[src/rtl/sram_lsu_ctrl_if.sv]
// Bundles for sram_lsu_ctrl: LSU request/response handshake and SRAM port-0 (1RW) pins.
interface sram_lsu_req_if;
    logic        req_valid;
    logic        req_ready;
    logic        req_we;
    logic [1:0]  req_size;
    logic        req_unsigned;
    logic [31:0] req_addr;
    logic [31:0] req_wdata;
    logic        rsp_valid;
    logic        rsp_err;
    logic [31:0] rsp_rdata;

    modport master (output req_valid, req_we, req_size, req_unsigned, req_addr, req_wdata,
                    input  req_ready, rsp_valid, rsp_err, rsp_rdata);
    modport slave  (input  req_valid, req_we, req_size, req_unsigned, req_addr, req_wdata,
                    output req_ready, rsp_valid, rsp_err, rsp_rdata);
endinterface

interface sram_lsu_mem_if #(parameter int ADDR_WIDTH = 8);
    logic                  csb;
    logic                  web;
    logic [3:0]            wmask;
    logic [ADDR_WIDTH-1:0] addr;
    logic [31:0]           din;
    logic [31:0]           dout;

    modport master (output csb, web, wmask, addr, din, input dout);
    modport slave  (input  csb, web, wmask, addr, din, output dout);
endinterface

[src/rtl/sram_lsu_ctrl.sv]
// LSU-to-SRAM port-0 controller: byte masks, lane replication, load alignment and extension.
// Optional upper-address range check enabled by defining SRAM_LSU_RANGE_CHK_EN.
//   state   | meaning
//   IDLE    | ready for a request
//   ACCESS  | SRAM request driven, sampled by the macro on the next edge
//   CAPTURE | waiting for dout0, extended lane registered on exit
//   RESP    | rsp_valid high for one cycle
module sram_lsu_ctrl #(
    parameter int ADDR_WIDTH = 8,
    parameter int DATA_WIDTH = 32
) (
    input  logic           clk,
    input  logic           rst,
    sram_lsu_req_if.slave  lsu,
    sram_lsu_mem_if.master sram
);
    typedef enum logic [1:0] {IDLE, ACCESS, CAPTURE, RESP} state_t;

    state_t                  state_q, state_d;
    logic                    ready_q, ready_d;
    logic                    csb_q, csb_d;
    logic                    web_q, web_d;
    logic [3:0]              wmask_q, wmask_d;
    logic [ADDR_WIDTH-1:0]   addr_q, addr_d;
    logic [31:0]             din_q, din_d;
    logic                    rsp_valid_q, rsp_valid_d;
    logic                    rsp_err_q, rsp_err_d;
    logic [DATA_WIDTH-1:0]   rdata_q, rdata_d;
    logic [1:0]              lo_q, lo_d;
    logic [1:0]              size_q, size_d;
    logic                    uns_q, uns_d;

    logic                    accept, align_ok, range_ok;
    logic [3:0]              st_mask;
    logic [31:0]             st_data;
    logic [7:0]              lane_b;
    logic [15:0]             lane_h;
    logic [DATA_WIDTH-1:0]   ext;

    assign accept = lsu.req_valid & ready_q;

    always_comb begin
        align_ok = 1'b0;
        case (lsu.req_size)
            2'b00:   align_ok = 1'b1;
            2'b01:   align_ok = ~lsu.req_addr[0];
            2'b10:   align_ok = (lsu.req_addr[1:0] == 2'b00);
            default: align_ok = 1'b0;
        endcase
    end

`ifdef SRAM_LSU_RANGE_CHK_EN
    assign range_ok = (lsu.req_addr[31:ADDR_WIDTH+2] == '0);
`else
    // Upper address bits are ignored; accesses wrap within the macro.
    logic unused_addr_hi;
    assign unused_addr_hi = ^lsu.req_addr[31:ADDR_WIDTH+2];
    assign range_ok = 1'b1;
`endif

    always_comb begin
        st_mask = 4'b1111;
        st_data = lsu.req_wdata;
        case (lsu.req_size)
            2'b00: begin
                st_mask = 4'b0001 << lsu.req_addr[1:0];
                st_data = {4{lsu.req_wdata[7:0]}};
            end
            2'b01: begin
                st_mask = lsu.req_addr[1] ? 4'b1100 : 4'b0011;
                st_data = {2{lsu.req_wdata[15:0]}};
            end
            default: ;
        endcase
    end

    always_comb begin
        lane_b = sram.dout[7:0];
        case (lo_q)
            2'd1:    lane_b = sram.dout[15:8];
            2'd2:    lane_b = sram.dout[23:16];
            2'd3:    lane_b = sram.dout[31:24];
            default: ;
        endcase
        lane_h = lo_q[1] ? sram.dout[31:16] : sram.dout[15:0];
        case (size_q)
            2'b00:   ext = {{24{~uns_q & lane_b[7]}}, lane_b};
            2'b01:   ext = {{16{~uns_q & lane_h[15]}}, lane_h};
            default: ext = sram.dout;
        endcase
    end

    always_comb begin
        state_d     = state_q;
        ready_d     = 1'b0;
        csb_d       = 1'b1;
        web_d       = 1'b1;
        wmask_d     = wmask_q;
        addr_d      = addr_q;
        din_d       = din_q;
        rsp_valid_d = 1'b0;
        rsp_err_d   = 1'b0;
        rdata_d     = '0;
        lo_d        = lo_q;
        size_d      = size_q;
        uns_d       = uns_q;
        case (state_q)
            IDLE: begin
                ready_d = 1'b1;
                if (accept) begin
                    ready_d = 1'b0;
                    lo_d    = lsu.req_addr[1:0];
                    size_d  = lsu.req_size;
                    uns_d   = lsu.req_unsigned;
                    if (align_ok && range_ok) begin
                        state_d = ACCESS;
                        csb_d   = 1'b0;
                        web_d   = ~lsu.req_we;
                        addr_d  = lsu.req_addr[ADDR_WIDTH+1:2];
                        wmask_d = lsu.req_we ? st_mask : 4'b0000;
                        if (lsu.req_we) din_d = st_data;
                    end else begin
                        state_d     = RESP;
                        rsp_valid_d = 1'b1;
                        rsp_err_d   = 1'b1;
                    end
                end
            end
            ACCESS: begin
                // web_q still reflects the access being sampled this edge
                state_d     = web_q ? CAPTURE : RESP;
                rsp_valid_d = ~web_q;
            end
            CAPTURE: begin
                state_d     = RESP;
                rsp_valid_d = 1'b1;
                rdata_d     = ext;
            end
            RESP: begin
                state_d = IDLE;
                ready_d = 1'b1;
            end
            default: state_d = IDLE;
        endcase
    end

    always_ff @(posedge clk or posedge rst) begin
        if (rst) begin
            state_q     <= IDLE;
            ready_q     <= 1'b0;
            csb_q       <= 1'b1;
            web_q       <= 1'b1;
            wmask_q     <= 4'b0000;
            addr_q      <= '0;
            din_q       <= '0;
            rsp_valid_q <= 1'b0;
            rsp_err_q   <= 1'b0;
            rdata_q     <= '0;
            lo_q        <= 2'b00;
            size_q      <= 2'b00;
            uns_q       <= 1'b0;
        end else begin
            state_q     <= state_d;
            ready_q     <= ready_d;
            csb_q       <= csb_d;
            web_q       <= web_d;
            wmask_q     <= wmask_d;
            addr_q      <= addr_d;
            din_q       <= din_d;
            rsp_valid_q <= rsp_valid_d;
            rsp_err_q   <= rsp_err_d;
            rdata_q     <= rdata_d;
            lo_q        <= lo_d;
            size_q      <= size_d;
            uns_q       <= uns_d;
        end
    end

    assign lsu.req_ready  = ready_q;
    assign lsu.rsp_valid  = rsp_valid_q;
    assign lsu.rsp_err    = rsp_err_q;
    assign lsu.rsp_rdata  = rdata_q;
    assign sram.csb       = csb_q;
    assign sram.web       = web_q;
    assign sram.wmask     = wmask_q;
    assign sram.addr      = addr_q;
    assign sram.din       = din_q;
endmodule

[src/flat_wrapper.sv]
// flat-port wrapper written by rule: the top's interface ports become plain ports
module sram_lsu_ctrl_flat 
#(
    parameter int ADDR_WIDTH = 8,
    parameter int DATA_WIDTH = 32
)
  (clk, rst, lsu_req_valid, lsu_req_we, lsu_req_size, lsu_req_unsigned, lsu_req_addr, lsu_req_wdata, lsu_req_ready, lsu_rsp_valid, lsu_rsp_err, lsu_rsp_rdata, sram_csb, sram_web, sram_wmask, sram_addr, sram_din, sram_dout);
  sram_lsu_req_if lsu_i ();
  sram_lsu_mem_if #(.ADDR_WIDTH(ADDR_WIDTH)) sram_i ();
  input  logic clk;
  input  logic rst;
  input wire logic [$bits(lsu_i.req_valid)-1:0] lsu_req_valid;
  input wire logic [$bits(lsu_i.req_we)-1:0] lsu_req_we;
  input wire logic [$bits(lsu_i.req_size)-1:0] lsu_req_size;
  input wire logic [$bits(lsu_i.req_unsigned)-1:0] lsu_req_unsigned;
  input wire logic [$bits(lsu_i.req_addr)-1:0] lsu_req_addr;
  input wire logic [$bits(lsu_i.req_wdata)-1:0] lsu_req_wdata;
  output wire logic [$bits(lsu_i.req_ready)-1:0] lsu_req_ready;
  output wire logic [$bits(lsu_i.rsp_valid)-1:0] lsu_rsp_valid;
  output wire logic [$bits(lsu_i.rsp_err)-1:0] lsu_rsp_err;
  output wire logic [$bits(lsu_i.rsp_rdata)-1:0] lsu_rsp_rdata;
  output wire logic [$bits(sram_i.csb)-1:0] sram_csb;
  output wire logic [$bits(sram_i.web)-1:0] sram_web;
  output wire logic [$bits(sram_i.wmask)-1:0] sram_wmask;
  output wire logic [$bits(sram_i.addr)-1:0] sram_addr;
  output wire logic [$bits(sram_i.din)-1:0] sram_din;
  input wire logic [$bits(sram_i.dout)-1:0] sram_dout;
  assign lsu_i.req_valid = lsu_req_valid;
  assign lsu_i.req_we = lsu_req_we;
  assign lsu_i.req_size = lsu_req_size;
  assign lsu_i.req_unsigned = lsu_req_unsigned;
  assign lsu_i.req_addr = lsu_req_addr;
  assign lsu_i.req_wdata = lsu_req_wdata;
  assign lsu_req_ready = lsu_i.req_ready;
  assign lsu_rsp_valid = lsu_i.rsp_valid;
  assign lsu_rsp_err = lsu_i.rsp_err;
  assign lsu_rsp_rdata = lsu_i.rsp_rdata;
  assign sram_csb = sram_i.csb;
  assign sram_web = sram_i.web;
  assign sram_wmask = sram_i.wmask;
  assign sram_addr = sram_i.addr;
  assign sram_din = sram_i.din;
  assign sram_i.dout = sram_dout;
  sram_lsu_ctrl #(.ADDR_WIDTH(ADDR_WIDTH), .DATA_WIDTH(DATA_WIDTH)) u_core (.clk(clk), .rst(rst), .lsu(lsu_i), .sram(sram_i));
endmodule
[config.mk]
export PLATFORM = sky130hd
export DESIGN_NAME = sram_lsu_ctrl_flat
export DESIGN_NICKNAME = d
export VERILOG_FILES = /design/src/rtl/sram_lsu_ctrl_if.sv /design/src/rtl/sram_lsu_ctrl.sv /design/src/flat_wrapper.sv
export SDC_FILE = /design/constraint.sdc
export NUM_CORES = 1
export LEC_CHECK = 0
export CORE_ASPECT_RATIO = 1.5
export CORE_MARGIN = 10
export CORE_UTILIZATION = 35
export DETAILED_ROUTE_END_ITERATION = 16
export GPL_TIMING_DRIVEN = 0
export PLACE_DENSITY_LB_ADDON = 0.08
export SLEW_MARGIN = 20
export SYNTH_ARGS = -nofsm -noshare
export SYNTH_HDL_FRONTEND = slang
export SYNTH_SLANG_ARGS = --single-unit
export TNS_END_PERCENT = 1
[constraint.sdc]
create_clock -name clk -period 3.92 [get_ports clk]
set_input_delay 0.392 -clock clk [delete_from_list [all_inputs] [get_ports clk]]
set_output_delay 0.392 -clock clk [all_outputs]
set_load 0.03 [all_outputs]
==> summary by stage, run 1 <==
Drt
Dividing the detail-routed via count by the number of cells gives 4.98. The first detailed-routing pass took 4 iterations. The final layout contains routed wiring with a total length of 13100 um.

The routed length per instance is 18.3 um. In the detailed route, the total length drawn on met3 is roughly 1200 um. After detailed routing, the wire length on met1 is about 4700 um.

After detailed routing, the met2 layer carries 6950 um of wire. The DRC violations left is 0. The number of antenna-violating nets in the routed design is 0. Routed signal wires occupy layers up through met4.

Summing over every cut layer, the via total after detailed routing is between 3000 and 4000. The first routing iteration left 127 violations.

Floorplan
The height of the die is 152 um. The initial core utilization is 0.355. The die outline area is between 15000 and 20000 um2.

The total area inside the core boundary comes to ~11000 um2. The row count is 48. The overall die width is 108 um. The number of top-level pins is approximately 180.

Timing
Setup repair after global routing left no endpoint under its margin. In the final timing run, aggregate negative setup slack is 0 ns. The final period demand of the worst path is just over 2 ns. Timing would allow up to 482 MHz. The period utilization is 0.529. The count of final setup violators is 0. The final number of hold-violating endpoints is 0. Headroom to the max-slew limit came out at 0.550. The total count of max-transition violations in the final report is 0. For the pin with the worst max-slew slack, the measured transition is 0.676 ns. The maximum clock skew at final layout is 0.00647 ns.

The smallest hold slack is 0.465 ns.

Synth
Counting flops with a built-in enable in the synthesized netlist gives 0. The count of state elements after synthesis is 88. The most used flip-flop cell after synthesis is sky130_fd_sc_hd__dfrtp_1. Yosys mapped the design onto 38 distinct sky130hd cell types. A synthesized cell averages 10.4 um2.

During synthesis, Yosys emitted a total of 0 warnings. The fraction of synthesis flops using an asynchronous set or reset pin is 1.00. When the netlist entered floorplanning its net count stood at around 500.

Synthesis handed over a netlist of 391 instances. In this run the cell area of the synthesized design comes to 4060 um2. The share of the Yosys chip area taken by registers is 0.544.

Worst setup path
In this run the worst path has a maximum fanout of 10. The setup check on the worst reg-to-reg path leaves a slack of 1.85 ns. The critical path launch point is u_core.state_q[0]. On the critical path, the stage with the largest delay is an instance of sky130_fd_sc_hd__dfrtp_1. The kind of end point of the critical path is a flop. The startpoint identified for the worst register-to-register timing path is u_core.state_q[0]. The number of cells traversed by the worst register-to-register path is 9. The critical path goes through inv_1 > ha_1 > and3_1 > buf_2 > o211ai_1 > buf_2 > buf_2 > nand2_1 > o21ai_0.

The critical path is of the flop to flop type. The endpoint identified for the worst register-to-register timing path is u_core.sram.din[19]. The dominant cell type by count on the critical path is sky130_fd_sc_hd__buf_2. At the worst endpoint, the required time is 4.17 ns. On the worst path, the slowest cell contributes a delay of 0.40 ns. The launching element type of the critical path is a flop.

Data on the critical path arrives at its endpoint at 2.32 ns. The capture point of the critical path is u_core.sram.din[19].

Finish
The net count of the finished layout is 671. The filler cell count in the final layout is about 1000. The fraction of final layout cells with drive strength greater than 1 is 0.107. The library cells used most frequently in the layout, excluding fill and tap cells, are 160 x sky130_fd_sc_hd__clkdlybuf4s50_1, 86 x sky130_fd_sc_hd__dfrtp_1, 48 x sky130_fd_sc_hd__nand2_1.

The growth of design area from synthesis to finish is 52.9%. The final antenna diode count is 0. The leading cell type in the layout, fill and taps excluded is sky130_fd_sc_hd__clkdlybuf4s50_1.

Power and ir drop
The maximum ir drop on the vdd rail is between 0.3 and 0.4 mV. Summed over all cells, the static leakage comes to 2.71 nW. For this design the ratio of total power to cell area is 808 nW/um2.

The design draws 5.01 mW.

Clock network
The clock insertion delay at the later pin of the skew report is 0.34 ns. The total clock buffers created by CTS is 9. The clock tree from TritonCTS is yes.

The maximum count of clock buffers along a single path is 2. The number of resized instances in the post-cts repair step is 0. The H-tree depth is 3.

The number of clock sinks seen by CTS is 88. The clock edge transition at the registers on the reported setup and hold paths is 0.07 ns. The post-CTS repair timing setup buffer count is 0. The number of hold buffers added after CTS is 0. The clock tree root buffer cell is sky130_fd_sc_hd__clkbuf_16.

Outcome
The flow ran to the end, and the final reports show no timing, DRC or antenna violations.

Global route
The overall fraction of global-route tracks in use is 0.159. Summed over all layers, the global routing overflow is 0. The first-pass GRT wire length is 20500 um. The pin count of the biggest net entering global routing is 49.

The initial antenna violation count was 0. The via count of the first global-routing pass is 3875.

Placed design
The HPWL after detailed placement is around 11000 um. During placement, the flow inserted port buffers numbering 160. Routability-driven placement finished with a final weighted congestion of around 0.87.

Hold path
The worst hold path belongs to the class input pin to asynchronous set/reset pin.

Run
The max-cap check violation count is 0.
[final cells by class]
| cell class | instances | area (um2) | area share |
|---|---|---|---|
| multi-input cells | 269 | 1700 | 0.274 |
| well taps | 150 | 188 | 0.0303 |
| clock inverters | 4 | 77.6 | 0.0125 |
| inverters | 10 | 40.0 | 0.00646 |
| flip-flops and latches | 88 | 2200 | 0.356 |
| clock buffers | 12 | 246 | 0.0398 |
| plain buffers | 24 | 115 | 0.0186 |
| repair buffers | 161 | 1630 | 0.263 |
[worst min path at each step]
stage          cells after the start           startpoint             endpoint
2_1_floorplan                      2         u_core.uns_q         u_core.uns_q
3_3_place_gp                       2  u_core.sram.din[20]  u_core.sram.din[20]
3_5_place_dp                       2  u_core.sram.din[21]  u_core.sram.din[21]
4_1_cts                            2                  rst  u_core.sram.addr[7]
5_1_grt                            2  u_core.sram.din[15]  u_core.sram.din[15]
6_report                           2                  rst  u_core.sram.addr[7]
[report_power, final]
group,internal (mW),switching [mW],leakage (nW)
sequential,1.29,0.188,1.16
clock,0.579,0.353,0.157
combinational,1.07,1.52,1.39
[cell usage after synthesis (2+ instances only)]
cell type / count / area, um2
sky130_fd_sc_hd__a21oi_1: 38 / 190
sky130_fd_sc_hd__a2bb2oi_1: 2 / 17.5
sky130_fd_sc_hd__a31oi_1: 7 / 43.8
sky130_fd_sc_hd__buf_2: 14 / 70.1
sky130_fd_sc_hd__clkbuf_1: 9 / 33.8
sky130_fd_sc_hd__dfrtp_1: 86 / 2150
sky130_fd_sc_hd__dfstp_2: 2 / 52.6
sky130_fd_sc_hd__ha_1: 5 / 62.6
sky130_fd_sc_hd__inv_1: 10 / 37.5
sky130_fd_sc_hd__mux2_2: 16 / 180
sky130_fd_sc_hd__mux2i_1: 28 / 280
sky130_fd_sc_hd__mux4_2: 5 / 113
sky130_fd_sc_hd__nand2_1: 48 / 180
sky130_fd_sc_hd__nand2b_1: 2 / 12.5
sky130_fd_sc_hd__nand3_1: 9 / 45.0
sky130_fd_sc_hd__nor2_1: 37 / 139
sky130_fd_sc_hd__nor2b_1: 5 / 31.3
sky130_fd_sc_hd__nor3_1: 5 / 25.0
sky130_fd_sc_hd__o21ai_0: 35 / 175
sky130_fd_sc_hd__o21ai_1: 5 / 25.0
sky130_fd_sc_hd__o22ai_1: 5 / 31.3
sky130_fd_sc_hd__or2_2: 2 / 12.5
[registers in the layout, summed over array words and instances, names as in the netlist]
signal / flops
u_core.lsu.rsp_valid: 1
u_core.sram.web: 1
u_core.lsu.rsp_rdata: 32
u_core.sram.addr: 8
u_core.uns_q: 1
u_core.state_q: 2
u_core.lo_q: 2
u_core.size_q: 2
u_core.sram.wmask: 4
u_core.lsu.req_ready: 1
u_core.sram.csb: 1
u_core.sram.din: 32
u_core.lsu.rsp_err: 1
[logic make-up (layout without fill, tap and decap cells)]
logic type	Yosys count	count (layout)	share of synthesized area
simple gates	114	114	0.121
compound gates	101	101	0.141
flops	88	88	0.544
mux	49	49	0.141
buf+inv	34	211	0.0376
fa+ha+maj	5	5	0.0154
[worst max-delay path: cells and delay by family (launching register included)]
kind | cells | cell delay [ns]
AOI/OAI and AO/OA | 2 | 0.25
DFF | 1 | 0.40
adders and majority gates | 1 | 0.22
buffers and inverters | 4 | 0.89
and+or+nand+nor | 2 | 0.22
[metrics by stage]
step,instances,utilization,instance area (um2),setup WS [ns]
after CTS,718,0.543,6200,1.84
after detailed placement,702,0.515,5870,1.58
after floorplan,391,-,4060,1.25
after global routing,718,0.543,6200,1.67
final,718,0.543,6200,1.85
after global placement,701,0.512,5840,-0.205
[routing by layer]
| layer | track usage | vias up |
|---|---|---|
| li1 | - | 1709 |
| met2 | 0.285 | 133 |
| met3 | 0.0656 | 19 |
| met5 | 0 | - |
| met1 | 0.159 | 1715 |
| met4 | 0.0549 | 0 |
(Power assumes the default switching activity.)
==> inputs of run 2 (changes only) <==
==> constraint.sdc (replaced) <==
create_clock -name clk -period 1.8 [get_ports clk]
set_input_delay 0.18 -clock clk [delete_from_list [all_inputs] [get_ports clk]]
set_output_delay 0.18 -clock clk [all_outputs]
set_load 0.03 [all_outputs]
==> summary by stage, run 2 (synthesis gave the netlist of run 1 again) <==
Outcome
Status: finished clean (unchanged).

Power and ir drop
The internal cell power is 6.59 mW (was 2.94 mW). The maximum ir drop on the vdd rail is 0.815 mV (was 0.340 mV). The leakage power total came to 2.80 nW (was 2.71 nW).

The fraction of power consumed by sequential logic is 0.288 (was 0.295). The overall power after layout is 11.2 mW (was 5.01 mW). The net switching component of the power was 4.57 mW (was 2.06 mW). The share of power burned in combinational logic came to 0.528 (was 0.518). The ratio of total power to cell area is 1750 nW/um2 (was 808 nW/um2). The switching portion of total power is 0.410 (was 0.412). The clock network fraction of design power is 0.184 (was 0.186).

Placed design
The placed wire-length estimate is 10700 um (was 10500 um). The total cell area at the placement stage is 5890 um2 (was 5870 um2). The count of input and output buffers was 160 (unchanged). The worst setup slack after placement is -0.311 ns (was 1.58 ns). The global placer's final weighted congestion is 0.861 (was 0.871).

Clock network
The total clock buffers created by CTS was 9 (unchanged). The clock insertion delay at the later pin of the skew report was 0.33 ns (was 0.34 ns). The H-tree depth is 3 (unchanged).

The number of hold buffers added after CTS is 0 (unchanged). The number of clock sinks seen by CTS is 88 (unchanged). The clock tree from TritonCTS is yes (unchanged). The clock edge transition at the registers on the reported setup and hold paths is 0.06 ns (was 0.07 ns). The maximum count of clock buffers along a single path is 2 (unchanged).

The clock tree root buffer cell is sky130_fd_sc_hd__clkbuf_16 (unchanged).

Timing
The period utilization is 0.987 (was 0.529). The total count of max-transition violations in the final report was 0 (unchanged). The slew at the pin with the worst max-slew slack is 0.668 ns (was 0.676 ns).

The final number of hold-violating endpoints is 0 (unchanged). The count of final setup violators came to 0 (unchanged). Setup repair after global routing missed its margin: yes (was no). The maximum clock skew at final layout is 0.00739 ns (was 0.00647 ns).

The worst setup margin is 0.0238 ns (was 1.85 ns). The maximum operating frequency is 563 MHz (was 482 MHz). The final period demand of the worst path is 1.78 ns (was 2.07 ns). The worst slew margin relative to its limit is 0.555 (was 0.550).

Global route
The overflow left after global routing is 0 (unchanged). The met2 global-route usage is 0.292 (was 0.285). The met3 track demand over resource was 0.0610 (was 0.0656).

The pin count of the biggest net entering global routing was 33 (was 49). The first-pass GRT wire length came to 20600 um (was 20500 um). The overall fraction of global-route tracks in use is 0.160 (was 0.159). The initial antenna violation count is 1 (was 0). The busiest layer in global routing is met2 (unchanged).

The global routing usage on met1 came to 0.152 (was 0.159). The via count of the first global-routing pass is 3851 (was 3875).

Worst setup path
The capture point of the worst reg-to-reg path was u_core.sram.din[3] (was u_core.sram.din[19]). The kind of critical path is flop to flop (unchanged). The launching point of the worst reg2reg path is u_core.state_q[0] (unchanged). The number of cells traversed by the worst register-to-register path is 6 (was 9).

The arrival time of the worst setup path was 1.99 ns (was 2.32 ns). The critical path launch point is u_core.state_q[0] (unchanged). The top fanout value on the critical path is 6 (was 10). The setup slack on the worst flop-to-flop path is 0.02 ns (was 1.85 ns). The kind of end point of the critical path was a flop (unchanged).

The worst endpoint required time is 2.01 ns (was 4.17 ns). The launching element type of the critical path is a flop (unchanged). The capture point of the critical path is u_core.sram.din[3] (was u_core.sram.din[19]).

Finish
The final antenna diode count was 0 (unchanged). The post-route core utilization came to 0.559 (was 0.543). The layout net count is 681 (was 671). The leading cell type in the layout, fill and taps excluded is sky130_fd_sc_hd__clkdlybuf4s50_1 (unchanged). The filler cell count in the final layout is 1033 (was 1041). The post-route cell area is 6380 um2 (was 6200 um2).

The fraction of final layout cells with drive strength greater than 1 was 0.135 (was 0.107). The growth of design area from synthesis to finish came to 57.3% (was 52.9%). Leading cell types in the layout, fill and taps excluded: 159 x sky130_fd_sc_hd__clkdlybuf4s50_1, 86 x sky130_fd_sc_hd__dfrtp_1, 47 x sky130_fd_sc_hd__nand2_1 (was 160 x sky130_fd_sc_hd__clkdlybuf4s50_1, 86 x sky130_fd_sc_hd__dfrtp_1, 48 x sky130_fd_sc_hd__nand2_1).

Drt
The length of the first detailed-routing pass in iterations came to 4 (unchanged). The DRC violations left came to 0 (unchanged). The final wirelength is 13500 um (was 13100 um). The count of routing violations after the opening detailed-route iteration came to 91 (was 127). The per-cell via count in the routed design came to 4.93 (was 4.98).

The routed length per instance was 18.6 um (was 18.3 um). The via count is 3587 (was 3576). The number of antenna-violating nets in the routed design came to 0 (unchanged).

Floorplan
The overall die width was 108 um (unchanged). The row count is 48 (unchanged). The initial core utilization is 0.355 (unchanged). The height of the die is 152 um (unchanged). The die outline area came to 16400 um2 (unchanged). The number of top-level pins is 184 (unchanged).

The area of the core is 11400 um2 (unchanged).

Hold path
The kind of path behind the tightest hold check is input pin to flop (was input pin to asynchronous set/reset pin).

Run
The max-cap check violation count is 0 (unchanged).
-- run 2: cell count changes in the layout (fill, tap and decap cells not counted), sizes merged --
cell,delta
clkdlybuf4s50,-1
dlymetal6s2s,+1
clkinv,-1
buf,+8
inv,-1
clkinvlp,+2
clkbuf,+2
-- run 2: worst min path at each step --
stage	depth (start not counted)	end	start	slack (ns)
after floorplan	2	u_core.lo_q[0]	lsu_req_addr[0]	0.29
after global placement	2	u_core.sram.din[20]	u_core.sram.din[20]	0.46
after global routing	3	u_core.lo_q[0]	lsu_req_addr[0]	0.22
after detailed placement	2	u_core.sram.wmask[1]	u_core.sram.wmask[1]	0.47
final	3	u_core.lo_q[0]	lsu_req_addr[0]	0.21
after CTS	2	u_core.sram.din[13]	rst	0.29
-- run 2: area by class of cell --
cell class              instances  area (um2)  area share
clock inverters                 4        76.3      0.0120
clock buffers                  12         256      0.0402
multi-input cells             269        1730       0.271
well taps                     150         188      0.0294
inverters                      10        41.3     0.00647
repair buffers                172        1740       0.272
flip-flops and latches         88        2200       0.346
plain buffers                  23         148      0.0231
-- run 2: stage by stage --
step / hold slack, ns / cells / TNS (ns)
after floorplan: 0.285 / 391 / 0
after global placement: 0.462 / 701 / -39.93
after detailed placement: 0.471 / 703 / -9.37
after CTS: 0.290 / 725 / -0.0213
after global routing: 0.221 / 728 / -0.378
final: 0.206 / 728 / 0
-- run 2: repair_timing --
action / 4_1_cts / 5_1_grt
endpoints found under the setup margin: 44 / 43
pin swaps: 3 / 3
setup buffers: 5 / 3
gates resized for setup: 21 / 13
cloned: 1 / 1
-- run 2: layer usage --
metal  wire length [um]  part of all wire  up-vias
li1                   -                 -     1717
met1               4720              0.35     1708
met5                  0                 0        -
met3               1160             0.086       26
met2               7230              0.53      136
met4                416             0.031        0
-- run 2: worst max-delay path: stages (launching register included) --
cell	delay [ns]
sky130_fd_sc_hd__dfrtp_1	0.39
sky130_fd_sc_hd__inv_2	0.10
sky130_fd_sc_hd__ha_4	0.15
sky130_fd_sc_hd__and3_4	0.21
sky130_fd_sc_hd__o211ai_1	0.23
sky130_fd_sc_hd__buf_4	0.28
sky130_fd_sc_hd__mux2_4	0.30
-- run 2: power groups by stage --
stage | Combinational [mW] | Clock, mW | Sequential, mW
finish | 5.89 | 2.06 | 3.21
global route | 6.30 | 2.19 | 3.31
CTS | 5.89 | 2.10 | 3.22
detailed placement | 5.74 | 0 | 3.25
global placement | 5.67 | 0 | 3.23
floorplan | 1.82 | 0 | 4.76
==> inputs of run 3 (changes only) <==
--- a/config.mk
+++ b/config.mk
@@ -5,6 +5,7 @@
 export SDC_FILE = /design/constraint.sdc
 export NUM_CORES = 1
 export LEC_CHECK = 0
+export ABC_AREA = 1
 export CORE_ASPECT_RATIO = 1.5
 export CORE_MARGIN = 10
 export CORE_UTILIZATION = 35
==> summary by stage, run 3 <==
Outcome
Status: finished clean (unchanged).

Synth
The fraction of synthesis flops using an asynchronous set or reset pin is 1.00 (unchanged). The adder and majority gate portion of the synthesized area was 0.0148 (was 0.0154). The fraction of synthesized cell area taken by the top area cell type came to 0.509 (was 0.531). The post-synthesis area per instance is 7.97 um2 (was 10.4 um2). The synthesized-area fraction occupied by and/or/nand/nor cells was 0.269 (was 0.121).

The most used flip-flop cell after synthesis is sky130_fd_sc_hd__dfrtp_1 (unchanged). The combinational family with the most area after synthesis is simple AND/OR/NAND/NOR gates (was compound AO/OA/AOI/OAI gates). The biggest area consumer among synthesized cells is sky130_fd_sc_hd__dfrtp_1 (unchanged).

The total standard cell area after synthesis is 4230 um2 (was 4060 um2). The cell with the most instances after synthesis is sky130_fd_sc_hd__nand2_1 (was sky130_fd_sc_hd__dfrtp_1). The count of cell types in the netlist came to 30 (was 38).

The fraction of the mapped netlist area in compound gates is 0.118 (was 0.141). The instance count of the mapped netlist was 530 (was 391). The post-synthesis net count is 638 (was 499). The number of synthesized flops with an enable pin came to 0 (unchanged). The portion of the post-synthesis area used by sequential elements is 0.522 (was 0.544). Cell types with the largest area share after synthesis: sky130_fd_sc_hd__dfrtp_1 51%, sky130_fd_sc_hd__nand2_1 17%, sky130_fd_sc_hd__o21ai_0 5.6%, sky130_fd_sc_hd__inv_1 4.1%, sky130_fd_sc_hd__nand3_1 3.2% (was sky130_fd_sc_hd__dfrtp_1 53%, sky130_fd_sc_hd__mux2i_1 6.9%, sky130_fd_sc_hd__a21oi_1 4.7%, sky130_fd_sc_hd__mux2_2 4.4%, sky130_fd_sc_hd__nand2_1 4.4%). Commonest cells post-synth: 191 x sky130_fd_sc_hd__nand2_1, 86 x sky130_fd_sc_hd__dfrtp_1, 47 x sky130_fd_sc_hd__o21ai_0 (was 86 x sky130_fd_sc_hd__dfrtp_1, 48 x sky130_fd_sc_hd__nand2_1, 38 x sky130_fd_sc_hd__a21oi_1).

The post-synthesis share of cell area spent on xor and xnor gates is 0 (unchanged). The multiplexer area fraction after synthesis was 0 (was 0.141). The count of yosys warnings during synthesis came to 0 (unchanged). The count of state elements after synthesis was 88 (unchanged).

Placed design
The count of input and output buffers is 160 (unchanged). The placed wire-length estimate came to 11500 um (was 10700 um). The global placer's final weighted congestion is 0.894 (was 0.861).

Drt
The DRC violations left came to 0 (unchanged). The final wirelength is 14000 um (was 13500 um). The via count was 4007 (was 3587). The number of antenna-violating nets in the routed design came to 0 (unchanged). The per-cell via count in the routed design is 4.65 (was 4.93). The length of the first detailed-routing pass in iterations is 5 (was 4).

The count of routing violations after the opening detailed-route iteration was 148 (was 91). The routed length per instance is 16.3 um (was 18.6 um).

Global route
The overall fraction of global-route tracks in use is 0.166 (was 0.160). The first-pass GRT wire length came to 21700 um (was 20600 um). The initial antenna violation count is 1 (unchanged).

The pin count of the biggest net entering global routing is 34 (was 33). The via count of the first global-routing pass came to 4021 (was 3851). The overflow left after global routing is 0 (unchanged).

Power and ir drop
The leakage power total came to 3.10 nW (was 2.80 nW). The ratio of total power to cell area is 1700 nW/um2 (was 1750 nW/um2). The maximum ir drop on the vdd rail is 0.777 mV (was 0.815 mV).

The overall power after layout is 10.9 mW (was 11.2 mW).

Clock network
The total clock buffers created by CTS is 9 (unchanged). The clock tree from TritonCTS is yes (unchanged). The clock insertion delay at the later pin of the skew report came to 0.34 ns (was 0.33 ns).

The H-tree depth is 3 (unchanged). The clock tree root buffer cell was sky130_fd_sc_hd__clkbuf_16 (unchanged). The clock edge transition at the registers on the reported setup and hold paths is 0.06 ns (about the same). The number of hold buffers added after CTS came to 0 (unchanged). The maximum count of clock buffers along a single path was 2 (unchanged). The number of clock sinks seen by CTS is 88 (unchanged).

Timing
The maximum operating frequency is 585 MHz (was 563 MHz). The count of final setup violators is 0 (unchanged). The final period demand of the worst path is 1.71 ns (was 1.78 ns). The slew at the pin with the worst max-slew slack is 0.579 ns (was 0.668 ns). The worst slew margin relative to its limit is 0.613 (was 0.555). The period utilization is 0.950 (was 0.987). Setup repair after global routing missed its margin: no (was yes). The final-layout setup total negative slack was 0 ns (unchanged). The final number of hold-violating endpoints is 0 (unchanged). The total count of max-transition violations in the final report is 0 (unchanged). The maximum clock skew at final layout was 0.00413 ns (was 0.00739 ns).

Worst setup path
The worst endpoint required time is 1.62 ns (was 2.01 ns). The number of buffers and inverters on the critical path was 1 (was 2). Cell chain of the critical path: clkdlybuf4s50_1 (was inv_2 > ha_4 > and3_4 > o211ai_1 > buf_4 > mux2_4). The largest incremental delay on the critical path came to 0.67 ns (was 0.39 ns). The kind of end point of the critical path is a primary output (was flop).

The launching element type of the critical path is a flop (unchanged). The arrival time of the worst setup path is 1.53 ns (was 1.99 ns). The top cell family by delay on the critical path is buffers and inverters (was flip-flops).

The slowest stage cell on the critical path is sky130_fd_sc_hd__clkdlybuf4s50_1 (was sky130_fd_sc_hd__dfrtp_1). The top fanout value on the critical path came to 2 (was 6). The kind of critical path is flop to primary output (was flop to flop).

Finish
The fraction of final layout cells with drive strength greater than 1 was 0.0889 (was 0.135). The growth of design area from synthesis to finish came to 51.4% (was 57.3%). Leading cell types in the layout, fill and taps excluded: 191 x sky130_fd_sc_hd__nand2_1, 160 x sky130_fd_sc_hd__clkdlybuf4s50_1, 86 x sky130_fd_sc_hd__dfrtp_1 (was 159 x sky130_fd_sc_hd__clkdlybuf4s50_1, 86 x sky130_fd_sc_hd__dfrtp_1, 47 x sky130_fd_sc_hd__nand2_1).

The filler cell count in the final layout is 1172 (was 1033). The layout net count is 812 (was 681). The final antenna diode count is 0 (unchanged). The leading cell type in the layout, fill and taps excluded was sky130_fd_sc_hd__nand2_1 (was sky130_fd_sc_hd__clkdlybuf4s50_1).

Floorplan
The initial core utilization is 0.355 (about the same). The area of the core is 11900 um2 (was 11400 um2). The die outline area is 17000 um2 (was 16400 um2).

The row count came to 49 (was 48). The number of top-level pins is 184 (unchanged). The height of the die was 155 um (was 152 um). The overall die width is 110 um (was 108 um).

Hold path
The kind of path behind the tightest hold check is input pin to flop (unchanged).

Run
The max-cap check violation count came to 0 (unchanged).
==> run 3: cell types whose count changed in the layout (fill, tap and decap cells not counted), sizes merged, moves of 5 or more <==
cell	previous run	this run
a21oi	38	26
buf	24	17
inv	9	49
mux2	16	0
mux2i	28	0
mux4	5	0
nand2	48	195
nand3	9	30
nor2	38	44
nor2b	5	0
o211ai	1	6
o21ai	41	50
==> run 3: timing repair <==
action | CTS | global route
endpoints found under the setup margin | 32 | 46
gates resized for setup | 3 | 6
pin swaps | 0 | 0
buffers inserted | 0 | 1
==> run 3: cells by family (layout without fill, tap and decap cells) <==
family          count (synthesis)  count (layout)
flops                          88              88
fa+ha+maj                       5               5
simple gates                  271             271
buf+inv                        74             253
compound gates                 92              92
==> run 3: routing by layer <==
layer  share of wire  GRT usage  vias to the layer above  routed length, um
li1                -          -                     2019                  -
met1            0.34      0.159                     1845               4740
met2            0.55      0.304                      120               7680
met3           0.088     0.0670                       21               1230
met4           0.026     0.0634                        2                370
met5         0.00093          0                        -                 13
==> run 3: path summary, 6_finish.rpt <==
check	depth (start not counted)	startpoint	slack (ns)	end
min reg2reg	2	u_core.sram.din[19]	0.47	u_core.sram.din[19]
min	3	lsu_req_size[0]	0.14	u_core.size_q[0]
max	1	u_core.sram.web	0.09	sram_web
max reg2reg	7	u_core.lo_q[1]	0.11	u_core.lsu.rsp_rdata[4]
min in group asynchronous	2	rst	0.25	u_core.lsu.rsp_rdata[5]
max in group asynchronous	4	rst	0.76	u_core.sram.din[13]
==> run 3: power breakdown <==
part | switching (mW) | internal [mW] | leakage [nW]
logic | 3.58 | 2.23 | 1.80
registers | 0.374 | 2.79 | 1.16
clock network | 0.768 | 1.12 | 0.139
total | 4.72 | 6.13 | 3.10
==> run 3: area by class of cell <==
type,count,area [um2],share of cell area
inverters,50,194,0.0303
clock buffers,12,246,0.0385
flip-flops and latches,88,2200,0.345
multi-input cells,368,1720,0.268
repair buffers,163,1650,0.258
plain buffers,24,143,0.0223
well taps,153,191,0.0299
clock inverters,4,53.8,0.00841
==> run 3: tightest hold or removal path, cell delays in order <==
cell and delay, ns:
sky130_fd_sc_hd__buf_6 0.12, sky130_fd_sc_hd__inv_1 0.06, sky130_fd_sc_hd__o21ai_0 0.07
==> run 3: stage by stage <==
| stage | setup slack, ns | area [um2] | instances | hold slack, ns | util |
|---|---|---|---|---|---|
| finish | 0.0893 | 6400 | 862 | 0.138 | 0.538 |
| global route | 0.0139 | 6400 | 862 | 0.146 | 0.538 |
| CTS | 0.00441 | 6380 | 861 | 0.130 | 0.536 |
| detailed placement | -0.0845 | 6060 | 845 | 0.459 | 0.510 |
| global placement | -0.398 | 6020 | 843 | 0.453 | 0.506 |
| floorplan | 0.214 | 4230 | 530 | 0.290 | - |
